==> src/rtl/sf_mem_ctrl.sv <==
// FIFO controller for an external synchronous dual-port memory with one-cycle read latency.
// Supports any depth >= 2, occupancy/threshold flags, sticky error flags, flush and optional FWFT.
module sf_mem_ctrl #(
   parameter int Width   = 32,
   parameter int Depth   = 16,
   parameter int AfLevel = Depth - 1,
   parameter int AeLevel = 1,
   parameter int Fwft    = 0,
   localparam int Aw     = ($clog2(Depth) > 1) ? $clog2(Depth) : 1,
   localparam int Cw     = $clog2(Depth + 1)
) (
   input  logic             fCLK,
   input  logic             fRSTn,
   input  logic             fCLR,
   input  logic             fPUSH,
   input  logic             fPOP,
   input  logic [Width-1:0] fD,
   output logic [Width-1:0] fQ,
   output logic             fVALID,
   output logic             fEMPTY,
   output logic             fFULL,
   output logic             fAEMPTY,
   output logic             fAFULL,
   output logic [Cw-1:0]    fCOUNT,
   output logic             fOVF,
   output logic             fUDF,
   output logic             we_o,
   output logic [Aw-1:0]    waddr_o,
   output logic [Width-1:0] wdata_o,
   output logic             re_o,
   output logic [Aw-1:0]    raddr_o,
   input  logic [Width-1:0] rdata_i
);

   logic [Aw-1:0] r_wptr, r_rptr;
   logic [Cw-1:0] r_count, r_mcount;
   logic          r_valid, r_ovf, r_udf;

   logic w_full, w_push_acc, w_pop_std, w_pop_fwft, w_fetch;
   logic w_pop_acc, w_rd, w_ovf_set, w_udf_set;

   function automatic logic [Aw-1:0] f_inc(input logic [Aw-1:0] p);
      return (p == Aw'(Depth - 1)) ? '0 : p + Aw'(1);
   endfunction

   assign w_full     = (r_count == Cw'(Depth));
   assign w_push_acc = fPUSH & ~w_full & ~fCLR;
   assign w_pop_std  = fPOP & (r_count != '0) & ~fCLR;
   assign w_pop_fwft = fPOP & r_valid & ~fCLR;
   // FWFT prefetches the next word whenever the output register is free or being consumed
   assign w_fetch    = (r_mcount != '0) & (~r_valid | w_pop_fwft) & ~fCLR;
   assign w_pop_acc  = (Fwft != 0) ? w_pop_fwft : w_pop_std;
   assign w_rd       = (Fwft != 0) ? w_fetch : w_pop_std;
   assign w_ovf_set  = fPUSH & w_full & ~fCLR;
   assign w_udf_set  = fPOP & ~fCLR & ((Fwft != 0) ? ~r_valid : (r_count == '0));

   always_ff @(posedge fCLK or negedge fRSTn) begin
      if (!fRSTn) begin
         r_wptr   <= '0;
         r_rptr   <= '0;
         r_count  <= '0;
         r_mcount <= '0;
         r_valid  <= 1'b0;
         r_ovf    <= 1'b0;
         r_udf    <= 1'b0;
      end else if (fCLR) begin
         r_wptr   <= '0;
         r_rptr   <= '0;
         r_count  <= '0;
         r_mcount <= '0;
         r_valid  <= 1'b0;
         r_ovf    <= 1'b0;
         r_udf    <= 1'b0;
      end else begin
         if (w_push_acc) r_wptr <= f_inc(r_wptr);
         if (w_rd)       r_rptr <= f_inc(r_rptr);
         case ({w_push_acc, w_pop_acc})
            2'b10:   r_count <= r_count + Cw'(1);
            2'b01:   r_count <= r_count - Cw'(1);
            default: r_count <= r_count;
         endcase
         case ({w_push_acc, w_rd})
            2'b10:   r_mcount <= r_mcount + Cw'(1);
            2'b01:   r_mcount <= r_mcount - Cw'(1);
            default: r_mcount <= r_mcount;
         endcase
         if (Fwft != 0) r_valid <= w_fetch | (r_valid & ~w_pop_fwft);
         else           r_valid <= w_pop_std;
         if (w_ovf_set) r_ovf <= 1'b1;
         if (w_udf_set) r_udf <= 1'b1;
      end
   end

   assign we_o    = w_push_acc;
   assign waddr_o = r_wptr;
   assign wdata_o = fD;
   assign re_o    = w_rd;
   assign raddr_o = r_rptr;

   assign fQ      = rdata_i;
   assign fVALID  = r_valid;
   assign fCOUNT  = r_count;
   assign fFULL   = w_full;
   assign fEMPTY  = (Fwft != 0) ? ~r_valid : (r_count == '0);
   assign fAEMPTY = (r_count <= Cw'(AeLevel));
   assign fAFULL  = (r_count >= Cw'(AfLevel));
   assign fOVF    = r_ovf;
   assign fUDF    = r_udf;

`ifdef SIM_LOG
   always @(posedge fCLK) begin
      if (fRSTn && w_ovf_set) $display("%m: push rejected (full) at %0t", $time);
      if (fRSTn && w_udf_set) $display("%m: pop rejected (empty) at %0t", $time);
   end
`endif

endmodule

==> config.mk <==
export PLATFORM = sky130hd
export DESIGN_NAME = sf_mem_ctrl
export DESIGN_NICKNAME = d
export VERILOG_FILES = /design/src/rtl/sf_mem_ctrl.sv
export SDC_FILE = /design/constraint.sdc
export NUM_CORES = 1
export LEC_CHECK = 0
export BUFFER_PORTS_ARGS = -buffer_cell sky130_fd_sc_hd__buf_2
export CAP_MARGIN = 30
export CORE_MARGIN = 10
export CORE_UTILIZATION = 33
export CTS_CLUSTER_SIZE = 20
export DETAILED_ROUTE_END_ITERATION = 10
export PLACE_DENSITY = 0.78
export SYNTH_ARGS = -nofsm -noshare
export SYNTH_HDL_FRONTEND = slang
export SYNTH_SLANG_ARGS = --single-unit
==> constraint.sdc <==
create_clock -name fCLK -period 2.1 [get_ports fCLK]
set_clock_uncertainty 0.1 [all_clocks]
set_input_delay 0.42 -clock fCLK [delete_from_list [all_inputs] [get_ports fCLK]]
set_output_delay 0.42 -clock fCLK [all_outputs]
set_load 0.01 [all_outputs]
==> metrics.md <==
| Metric | Value |
|---|---|
| Ys flop type | `dfrtp_1` |
| Routed WL per cell | `15.9 um` |
| CP delay by family, top | `simple AND/OR/NAND/NOR gates` |
| Reg area | `403 um2` |
| Seq cells post-synth | `16` |
| Worst-case clock buffer depth | `2` |
| First-pass GRT wire length | `5020 um` |
| Buffers on Ports | `26` |
| Final Total Pwr | `0.00174 W` |
| Worst skew pair latency | `0.25 ns` |
| Final setup vio count | `4` |
| Synth cell count leaders | `buf_4 (64), dfrtp_1 (16), nor2_1 (12)` |
| Setup TNS | `-0.141 ns` |
| Async set-reset flop share out of synthesis | `100%` |
| Num CTS Buffers | `3` |
| Rows | `24` |
| R2R cell count | `8` |
| Buf/Inv on CP | `2` |
| Cells after DPL | `187` |
| Num ports | `155` |
| Hold_sp | `fUDF` |
| Pleak | `0.719 nW` |
| R2r startpoint | `fCOUNT[1]` |
| Max-slew headroom | `72.0%` |
| Failing checks | `negative setup slack` |
| Crit Path Max Fanout | `3` |
| H-tree levels | `1` |
| DR DRC count | `0` |
| Most common cell in the synthesized netlist | `buf_4` |
| Fin. Hold Viols | `0` |
| CP required | `1.58 ns` |
| # fillers | `438` |
| CTS tree | `built` |
| Compound-Gate Fraction of Synth Area | `7.28%` |
| DP Wirelength | `2200 um` |
| Crit Path Category | `register to primary output` |
| Die ar. | `7760 um2` |
| Xor/xnor share of the synthesized area | `2.94%` |
| Synth Area in Simple Gates | `17.0%` |
| Synth Cell Area | `1530 um2` |
| Worst hold path class | `register to register` |
| Period minus WS final | `2.17 ns` |
| Final GP Congestion | `0.842` |
| Vias in the first global route | `1,018` |
| Reg clk slew, reported paths | `0.07 ns` |
| Final instance area | `1450 um2` |
| Core area | `4410 um2` |
| Worst path slowest cell | `or4b_4` |
| Mux cell area share after synthesis | `4.99%` |
| Grt ovf | `0` |
| Share of cells above drive strength 1 | `44.9%` |
| Main combinational cell family by area after synthesis | `buffers and inverters` |
| Area leader, netlist | `buf_4` |
| Die X | `88.1 um` |
| Non-Filler Instances | `199` |
| Period utilization | `103%` |
| CTS sink cnt | `16` |
| Initial antenna violation count | `0` |
| CP Capture Type | `primary output` |
| Max-cap violations | `0` |
| Synth cell types | `38` |
| DR iter-0 viols | `90` |
| Die Height | `88.1 um` |
| Syn Area/Cell | `9.05 um2` |
| Vias per std cell | `4.96` |
| Synth warnings | `0` |
| Starting Density | `34.7%` |
| Area after DPL | `1260 um2` |
| Status | `finished, violations left` |
| Clock root buffer | `clkbuf_8` |
| Critical Path Max Stage Delay | `0.51 ns` |
| Top cells by area, synth | `buf_4 (31%), dfrtp_1 (26%), ha_1 (5.7%)` |
| Largest net degree at the start of global routing | `23` |
| Crit-path cells | `inv_2, ha_4, or4b_4, nand2_8, nor2_4, buf_6` |
| Startpoint class of the critical path | `register` |
| Multi-input logic area | `631 um2` |
| Via count | `987` |
| DRT antenna net count | `0` |
| Final nets | `224` |
| Worst VDD drop | `0.385 mV` |
| RSZ-0062 raised after global routing | `yes` |
| DRT Wirelength | `3170 um` |
| Hold endpoint | `fUDF` |
| GR Util All Layers | `8.03%` |
| Critical path arrival | `1.65 ns` |
| Worst reg2reg setup slack | `-0.02 ns` |
| N_diodes | `0` |
| Worst hold stages | `2` |
| Fin util | `32.8%` |
| Peak Freq | `461 MHz` |
| Drt pass-1 iters | `4` |
| Post-Synth Adder-Cell Area | `5.72%` |
| Synthesis-to-layout area growth | `-5.31%` |
| Area share of the leading cell type in the synthesized netlist | `31.4%` |
| Post-synthesis cell count | `169` |
| Post-synth EDFFs | `0` |
| Actual slew at the worst max-slew pin | `0.421 ns` |
| Setup WS post-layout | `-0.0681 ns` |
| RR Endpoint | `fCOUNT[2]` |
| Synth Net Count | `245` |
| Max-slew violation count | `0` |
| Sequential area share after synthesis | `26.2%` |
| Power density over cell area | `1200 nW/um2` |
-- tightest hold or removal path: stages (launching register included) --
cell and delay [ns]:
dfrtp_1 0.35, a21oi_1 0.04, nor2_1 0.07
-- cell type report --
| cell class | count | share of cell area [%] |
|---|---|---|
| Sequential cell | 16 | 27.8 |
| Multi-Input combinational cell | 79 | 43.5 |
| Tap cell | 52 | 4.49 |
| Clock buffer | 4 | 3.80 |
| Inverter | 5 | 1.30 |
| Timing Repair Buffer | 43 | 19.1 |
-- through the flow --
| step | hold slack (ns) | setup WS, ns |
|---|---|---|
| after floorplan | 0.0244 | 0.00485 |
| after global placement | 0.260 | 0.0769 |
| after detailed placement | 0.262 | 0.0526 |
| after CTS | 0.393 | -0.0667 |
| after global routing | 0.419 | -0.124 |
| final | 0.398 | -0.0681 |
-- flip-flops by register name, indices dropped and copies added, names as in the netlist --
signal / cells
fUDF: 1
fVALID: 1
fCOUNT: 5
waddr_o: 4
fOVF: 1
raddr_o: 4
-- report_power, final --
group	leakage (nW)	internal (W)	total (W)	switching (W)
combinational	0.475	0.000528	0.00103	0.000502
sequential	0.215	0.000372	0.000431	0.0000589
clock	0.0288	0.000166	0.000277	0.000110
-- cells in the final DEF, fill, tap and decap left out, types with 2 or more instances in the layout --
cell type and n:
nand3_1 4, a31oi_1 2, ha_1 4, a21oi_1 9
o21ai_0 3, buf_4 15, buf_2 24, xor2_1 2
dfrtp_1 14, ha_2 2, dfrtp_2 2, mux2i_1 2
mux2_4 3, inv_1 2, nor2b_1 2, nand2_1 8
nand4b_1 3, buf_6 3, and2_1 2, inv_2 3
nor3_1 2, clkbuf_8 4, nor2_1 10
-- how the worst max path moves through the flow --
stage	startpoint	to	slack (ns)	cells past startpoint
after CTS	fCOUNT[1]	re_o	-0.07	6
final	fCOUNT[1]	re_o	-0.07	6
after global placement	fCOUNT[0]	re_o	0.08	6
after global routing	fCOUNT[1]	re_o	-0.12	6
after floorplan	fCOUNT[0]	fCOUNT[0]	0.005	7
after detailed placement	fCOUNT[0]	re_o	0.05	6
-- metal layers --
layer	part of all wire (%)	up-vias	GRT usage [%]
met3	7.9	10	2.51
met5	0	-	0
li1	-	459	-
met2	50	38	13.8
met1	39	480	7.95
met4	3.5	0	6.13
-- logic make-up (layout without fill, tap and decap cells) --
kind of cell	count (synthesis)	after routing
AO/OA/AOI/OAI	19	19
XOR/XNOR	3	3
AND/OR/NAND/NOR	44	44
flip-flops	16	16
adder cells (fa/ha/maj)	7	7
buffers and inverters	74	52
multiplexers	6	6
-- timing repair --
action | 4_1_cts | 5_1_grt
setup buffers | 5 | 3
resized for setup | 11 | 2
setup endpoints to repair | 4 | 7
pin swaps | 2 | 1
hold endpoints to repair | 16 | 0
hold buffers | 1 | 0
gates cloned | 0 | 0
Note: power is estimated with default switching activity, not from simulation.
